<file path="config.mk">
export PLATFORM = sky130hd
export DESIGN_NAME = pss_sync_ctrl
export DESIGN_NICKNAME = d
export VERILOG_FILES = /design/src/rtl/pss_sync_ctrl.sv
export SDC_FILE = /design/constraint.sdc
export NUM_CORES = 1
export LEC_CHECK = 0
export CORE_MARGIN = 10
export CORE_UTILIZATION = 63
export DETAILED_ROUTE_END_ITERATION = 16
export HOLD_SLACK_MARGIN = 0.05
export PLACE_DENSITY = 0.87
export SLEW_MARGIN = 15
export SYNTH_ARGS = -nofsm -noshare
export SYNTH_HDL_FRONTEND = slang
export SYNTH_SLANG_ARGS = --single-unit
</file>
<file path="constraint.sdc">
create_clock -name clk_i -period 18.1 [get_ports clk_i]
set_clock_uncertainty 0.1 [all_clocks]
set_input_delay 2.715 -clock clk_i [delete_from_list [all_inputs] [get_ports clk_i]]
set_output_delay 2.715 -clock clk_i [all_outputs]
set_load 0.005 [all_outputs]
</file>
<file path="src/rtl/pss_sync_ctrl.sv">
// rtl/pss_sync_ctrl.sv - PSS timing acquisition/tracking FSM with correlator gating
// Optional statistics counters are enabled by defining PSS_SYNC_CTRL_STATS_EN.
module pss_sync_ctrl #(
    parameter int IN_DW    = 16,
    parameter int PERIOD   = 19200,
    parameter int PSS_LEN  = 127,
    parameter int WINDOW   = 8,
    parameter int MAX_MISS = 3
) (
    input  logic                      clk_i,
    input  logic                      reset_ni,
    input  logic [IN_DW-1:0]          s_axis_corr_tdata,
    input  logic                      s_axis_corr_tvalid,
    input  logic [IN_DW-1:0]          threshold_i,
    output logic                      corr_en_o,
    output logic                      peak_valid_o,
    output logic [$clog2(PERIOD)-1:0] peak_pos_o,
    output logic [IN_DW-1:0]          peak_mag_o,
    output logic                      locked_o,
    output logic [1:0]                state_o
`ifdef PSS_SYNC_CTRL_STATS_EN
    ,
    output logic [15:0]               detect_cnt_o,
    output logic [15:0]               lost_cnt_o
`endif
);

    localparam int IW   = $clog2(PERIOD);
    localparam int SPAN = 2 * WINDOW + 1;
    localparam int CW   = $clog2(SPAN + 1);
    localparam int MW   = $clog2(MAX_MISS + 1);

    typedef enum logic [1:0] {
        SEARCH = 2'd0,
        HOLD   = 2'd1,
        WAIT   = 2'd2,
        WIN    = 2'd3
    } state_t;

    state_t           state;
    logic [IW-1:0]    idx;
    logic [IW-1:0]    e_pos;
    logic [MW-1:0]    misses;
    logic [CW-1:0]    cnt;
    logic [IN_DW-1:0] max_mag;
    logic [IW-1:0]    max_pos;
    logic             hit;

    function automatic int mod_sub(input int a, input int b);
        int t;
        t = a - b;
        if (t < 0) t = t + PERIOD;
        return t;
    endfunction

    logic             above;
    logic             greater;
    logic             last;
    logic             take;
    logic             span_end;
    logic             rpt;
    logic             lose;
    logic [IW-1:0]    idx_inc;
    logic [IW-1:0]    idx_n;
    logic [IW-1:0]    e_n;
    logic             locked_n;
    logic [IW-1:0]    win_start;
    logic [IW-1:0]    fin_pos;
    logic [IN_DW-1:0] fin_mag;
    logic             gate_n;

    always_comb begin
        above     = s_axis_corr_tdata > threshold_i;
        greater   = s_axis_corr_tdata > max_mag;
        last      = (cnt == CW'(SPAN - 1));
        // In WIN only above-threshold samples compete; the first hit loads unconditionally.
        take      = (state == HOLD) ? greater : (above && (!hit || greater));
        fin_pos   = take ? idx : max_pos;
        fin_mag   = take ? s_axis_corr_tdata : max_mag;
        span_end  = s_axis_corr_tvalid && last && (state == HOLD || state == WIN);
        rpt       = span_end && (state == HOLD || hit || above);
        lose      = span_end && (state == WIN) && !(hit || above)
                    && (misses == MW'(MAX_MISS - 1));
        idx_inc   = (idx == IW'(PERIOD - 1)) ? '0 : idx + 1'b1;
        idx_n     = s_axis_corr_tvalid ? idx_inc : idx;
        e_n       = rpt ? fin_pos : e_pos;
        locked_n  = rpt ? 1'b1 : (lose ? 1'b0 : locked_o);
        win_start = IW'(mod_sub(int'(e_pos), WINDOW));
        // Gate window [E-WINDOW-PSS_LEN, E+WINDOW] measured as a wrapped offset from its start.
        gate_n    = !locked_n
                    || (mod_sub(int'(idx_n), mod_sub(int'(e_n), WINDOW + PSS_LEN))
                        <= PSS_LEN + 2 * WINDOW);
    end

    assign state_o = state;

    always_ff @(posedge clk_i) begin
        if (!reset_ni) begin
            state        <= SEARCH;
            idx          <= '0;
            e_pos        <= '0;
            misses       <= '0;
            cnt          <= '0;
            max_mag      <= '0;
            max_pos      <= '0;
            hit          <= 1'b0;
            corr_en_o    <= 1'b1;
            peak_valid_o <= 1'b0;
            peak_pos_o   <= '0;
            peak_mag_o   <= '0;
            locked_o     <= 1'b0;
        end else begin
            peak_valid_o <= 1'b0;
            corr_en_o    <= gate_n;
            if (s_axis_corr_tvalid) begin
                idx <= idx_inc;
                case (state)
                    SEARCH: begin
                        if (above) begin
                            max_mag <= s_axis_corr_tdata;
                            max_pos <= idx;
                            cnt     <= CW'(1);
                            state   <= HOLD;
                        end
                    end
                    WAIT: begin
                        if (idx == win_start) begin
                            cnt   <= CW'(1);
                            hit   <= above;
                            state <= WIN;
                            if (above) begin
                                max_mag <= s_axis_corr_tdata;
                                max_pos <= idx;
                            end
                        end
                    end
                    default: begin
                        if (last) begin
                            hit <= 1'b0;
                            if (rpt) begin
                                peak_valid_o <= 1'b1;
                                peak_pos_o   <= fin_pos;
                                peak_mag_o   <= fin_mag;
                                e_pos        <= fin_pos;
                                locked_o     <= 1'b1;
                                misses       <= '0;
                                state        <= WAIT;
                            end else if (lose) begin
                                locked_o <= 1'b0;
                                misses   <= '0;
                                state    <= SEARCH;
                            end else begin
                                misses <= misses + 1'b1;
                                state  <= WAIT;
                            end
                        end else begin
                            cnt <= cnt + 1'b1;
                            if (take) begin
                                max_mag <= s_axis_corr_tdata;
                                max_pos <= idx;
                            end
                            if (state == WIN && above) hit <= 1'b1;
                        end
                    end
                endcase
            end
        end
    end

`ifdef PSS_SYNC_CTRL_STATS_EN
    always_ff @(posedge clk_i) begin
        if (!reset_ni) begin
            detect_cnt_o <= '0;
            lost_cnt_o   <= '0;
        end else begin
            if (rpt && detect_cnt_o != 16'hFFFF) detect_cnt_o <= detect_cnt_o + 1'b1;
            if (lose && lost_cnt_o != 16'hFFFF) lost_cnt_o <= lost_cnt_o + 1'b1;
        end
    end
`endif

endmodule

</file>
==> PnR_summary.wiki <==
{| class="wikitable"
! Metric !! Value
|-
| Status || complete, no violations
|-
| Count of vias placed by the detailed router || 6595
|-
| Total global routing track utilization || 0.2306
|-
| Height of the die || 126.0 microns
|-
| Share of layout cells above drive strength 1 || 0.05983
|-
| Total DRC errors in the routed layout || 0
|-
| Detailed placement HPWL || 13390 microns
|-
| Final GP Congestion || 0.9248
|-
| Type of origin of the critical path || primary input
|-
| Hold-critical path endpoint || max_pos[14]$_SDFFE_PN0P_
|-
| Share of the clock period used by the worst path after layout || 0.4925
|-
| Net switching share of the total power || 0.2825
|-
| Most area-consuming cells after synthesis || sky130_fd_sc_hd__dfxtp_1 (30%), sky130_fd_sc_hd__ha_1 (9.7%), sky130_fd_sc_hd__xnor2_1 (5.3%)
|-
| Fmax || 112.2 MHz
|-
| Number of synthesized register bits || 105
|-
| Worst-case clock buffer depth || 2
|-
| Worst-margin pin slew || 0.8878 ns
|-
| Clock-pin slew on the worst setup and hold paths || 0.08 ns
|-
| Critical path buffers and inverters || 1
|-
| Number of flops mapped to enable cells by yosys || 0
|-
| Cell internal pwr || 368.5 uW
|-
| Row count || 38
|-
| Via count of the first global-routing pass || 6154
|-
| Worst setup path category || in2reg
|-
| Worst path most repeated cell || sky130_fd_sc_hd__ha_1
|-
| First drt pass iteration count || 5
|-
| Seq pwr share || 0.463
|-
| Sum of overflow across all layers after global routing || 0
|-
| Required @ worst endpoint || 18.24 ns
|-
| Setup TNS || 0 ns
|-
| Syn nets || 984
|-
| Switching Power || 145.1 uW
|-
| Primary FF master, synth || sky130_fd_sc_hd__dfxtp_1
|-
| Cell area after synthesis || 7072 sq um
|-
| Maximum VDD drop || 0.07732 mV
|-
| Number of buffers created by CTS || 9
|-
| Placed Instances || 1060
|-
| Count of final setup violators || 0
|-
| Leakage component of the power || 0.003125 uW
|-
| Leading cell type in the layout, fill and taps excluded || sky130_fd_sc_hd__dfxtp_1
|-
| Clock tree root driver cell || sky130_fd_sc_hd__clkbuf_16
|-
| Clock tree from TritonCTS || yes
|-
| Footprint of the multi-input gates || 4552 sq um
|-
| DIE WIDTH || 126.0 microns
|-
| Combinational share of power || 0.136
|-
| # diodes || 0
|-
| Die Footprint || 15860 sq um
|-
| RR Endpoint || corr_en_o$_SDFF_PN1_
|-
| Total power density per cell area || 63.47 nW/um^2
|-
| Area occupied by registers || 2102 sq um
|-
| Wire length of the first global-routing pass || 31060 microns
|-
| Yosys Warn Count || 0
|-
| Launch instance of the worst min-delay path || max_pos[14]$_SDFFE_PN0P_
|-
| Final ANT Viol Nets || 0
|-
| Final Non-Filler Cells || 1076
|-
| Iteration-0 DRC count of the detailed router || 679
|-
| Total of cells resized after clock tree synthesis || 0
|-
| TritonCTS sink count || 105
|-
| Critical path peak fanout || 93
|-
| Count of cells along the worst register-to-register path || 26
|-
| HP Class || reg2reg
|-
| Hold path depth || 2
|-
| Number of hold buffers added after CTS || 0
|-
| Post-DR vias/cell || 6.129
|-
| Post-CTS Repair Setup Buffers || 0
|-
| Slowest library cell on the worst path || sky130_fd_sc_hd__and2_4
|-
| Aggregate routed wire length || 18730 microns
|-
| Initial core utilization || 0.6467
|-
| Biggest area consumer among synthesized cells || sky130_fd_sc_hd__dfxtp_1
|-
| Startpoint of the worst register-to-register path || state_o[0]$_SDFFE_PN0P_
|-
| Post-layout utilization of the core || 0.7400
|-
| Syn_area_per_cell || 7.919 sq um
|-
| Slowest cell delay on critical path || 0.75 ns
|-
| Unrepaired setup endpoints after global routing || false
|-
| Num ports || 71
|-
| Number of different library cells in the post-synthesis netlist || 83
|-
| Tmin final || 8.915 ns
|-
| Leading cell types in the layout, fill and taps excluded || sky130_fd_sc_hd__dfxtp_1 (105), sky130_fd_sc_hd__nor2_1 (84), sky130_fd_sc_hd__nand2_1 (80), sky130_fd_sc_hd__clkdlybuf4s50_1 (69), sky130_fd_sc_hd__inv_1 (58)
|-
| Share of the synthesized area in the top cell type || 0.2972
|-
| Count of mapped cells out of synthesis || 893
|-
| Post-synthesis compound-gate area fraction || 0.2127
|-
| Largest net degree at the start of global routing || 94
|-
| XOR/XNOR share of the synthesized area || 0.07537
|-
| Final hold violation count || 0
|-
| Multiplexer share of the synthesized area || 0.01982
|-
| # Max-Cap Violations || 0
|-
| Worst-skew pair later-pin latency || 0.36 ns
|-
| Reg-to-reg slack, setup || 11.57 ns
|-
| Final Net Count || 1022
|-
| Routed length per placed instance || 17.41 microns
|-
| Arrival @ worst endpoint || 9.05 ns
|-
| Clock network fraction of design power || 0.401
|-
| Async set-or-reset flop fraction in the synthesized netlist || 0
|-
| Headroom to the max-slew limit || 0.4081
|-
| Fin area || 8093 sq um
|-
| Fill cell count || 858
|-
| Largest family of logic cells by synthesized area || simple AND/OR/NAND/NOR gates
|-
| PnR Total Power || 513.6 uW
|-
| Depth of the CTS H-tree || 3
|-
| Fraction of the yosys area taken by sequential cells || 0.2972
|-
| Area added between synthesis and finish || 14.44%
|-
| Post-synthesis share of cell area spent on and, or, nand and nor gates || 0.2348
|-
| Initial antenna violation count || 0
|-
| Max Transition Viols Final || 0
|-
| PortBufs || 70
|-
| Core area || 10940 sq um
|-
| Element type at the critical path end || register
|-
| Cell type group with the largest total delay on the critical path || compound AO/OA/AOI/OAI gates
|-
| Area share of fa/ha/maj cells after synthesis || 0.1001
|-
| Total placed instance area || 7787 sq um
|}
-- registers in the layout (all words and copies together) (netlist names), 2 cells and up, named ones only --
| signal | count |
|---|---|
| max_mag | 16 |
| peak_mag_o | 16 |
| e_pos | 15 |
| idx | 15 |
| max_pos | 15 |
| peak_pos_o | 15 |
| cnt | 5 |
| misses | 2 |
-- layer usage --
layer  global-route usage  routed length [microns]  up-vias
met1               0.3231                     8813     3076
li1                     -                        -     3237
met4              0.07435                      299        0
met2               0.3386                     8107      258
met3              0.05495                     1508       24
met5                    0                        0        -
-- power groups by stage --
stage | Combinational, uW | Sequential, uW | Clock, uW
3_3_place_gp | 66.9 | 243 | 0
5_1_grt | 77.6 | 238 | 214
6_report | 69.8 | 238 | 206
3_5_place_dp | 68.5 | 243 | 0
4_1_cts | 69.1 | 238 | 207
2_1_floorplan | 46.7 | 242 | 0
-- cell usage after synthesis (5+ instances only) --
| master | number |
|---|---|
| sky130_fd_sc_hd__o21ai_0 | 48 |
| sky130_fd_sc_hd__buf_1 | 8 |
| sky130_fd_sc_hd__a21o_1 | 9 |
| sky130_fd_sc_hd__xnor2_1 | 43 |
| sky130_fd_sc_hd__nand2_1 | 80 |
| sky130_fd_sc_hd__clkbuf_1 | 35 |
| sky130_fd_sc_hd__nor2b_1 | 8 |
| sky130_fd_sc_hd__dfxtp_1 | 105 |
| sky130_fd_sc_hd__a211oi_1 | 5 |
| sky130_fd_sc_hd__o21ai_1 | 7 |
| sky130_fd_sc_hd__nor2_1 | 84 |
| sky130_fd_sc_hd__o21a_1 | 5 |
| sky130_fd_sc_hd__a31oi_1 | 11 |
| sky130_fd_sc_hd__and2_1 | 25 |
| sky130_fd_sc_hd__xor2_1 | 16 |
| sky130_fd_sc_hd__mux2i_1 | 14 |
| sky130_fd_sc_hd__o31ai_1 | 20 |
| sky130_fd_sc_hd__nand3_1 | 53 |
| sky130_fd_sc_hd__nor3_1 | 25 |
| sky130_fd_sc_hd__ha_1 | 55 |
| sky130_fd_sc_hd__inv_1 | 58 |
| sky130_fd_sc_hd__nor4_1 | 6 |
| sky130_fd_sc_hd__nand4_1 | 8 |
| sky130_fd_sc_hd__a21oi_1 | 51 |
| sky130_fd_sc_hd__a311oi_1 | 15 |
-- cell families (layout without fill, tap and decap cells) --
group,after synthesis,count (layout)
flip-flops,105,105
AO/OA/AOI/OAI,217,217
adder cells (fa/ha/maj),56,56
XOR/XNOR,60,60
AND/OR/NAND/NOR,333,333
multiplexers,14,14
buffers and inverters,108,151
-- tightest hold or removal path: stages (launching register included) --
cell and delay, ns:
sky130_fd_sc_hd__dfxtp_1 0.31, sky130_fd_sc_hd__nand2_1 0.05, sky130_fd_sc_hd__o21ai_1 0.05
-- layout make-up --
type	instances	share of cell area
Multi-Input combinational cell	680	0.5625
Sequential cell	105	0.2597
Timing Repair Buffer	75	0.09060
Clock buffer	9	0.02783
Inverter	60	0.02783
Tap cell	140	0.02165
Clock inverter	7	0.009895
-- worst max path at each step --
stage	to	start	depth (start not counted)	slack, ns
final	corr_en_o$_SDFF_PN1_	s_axis_corr_tdata[14]	28	9.18
after global routing	corr_en_o$_SDFF_PN1_	s_axis_corr_tdata[14]	28	8.63
after CTS	corr_en_o$_SDFF_PN1_	s_axis_corr_tdata[14]	28	9.19
after detailed placement	corr_en_o$_SDFF_PN1_	s_axis_corr_tdata[14]	28	8.86
after global placement	corr_en_o$_SDFF_PN1_	s_axis_corr_tdata[14]	28	8.98
after floorplan	corr_en_o$_SDFF_PN1_	threshold_i[14]	31	9.59
-- stage by stage --
| stage | hold slack [ns] | setup slack [ns] |
|---|---|---|
| finish | 0.3514 | 9.185 |
| global route | 0.3754 | 8.629 |
| CTS | 0.3564 | 9.194 |
| detailed placement | 0.3462 | 8.855 |
| global placement | 0.3381 | 8.978 |
| floorplan | 0.3281 | 9.593 |
Power figures use the tool's default switching activity.
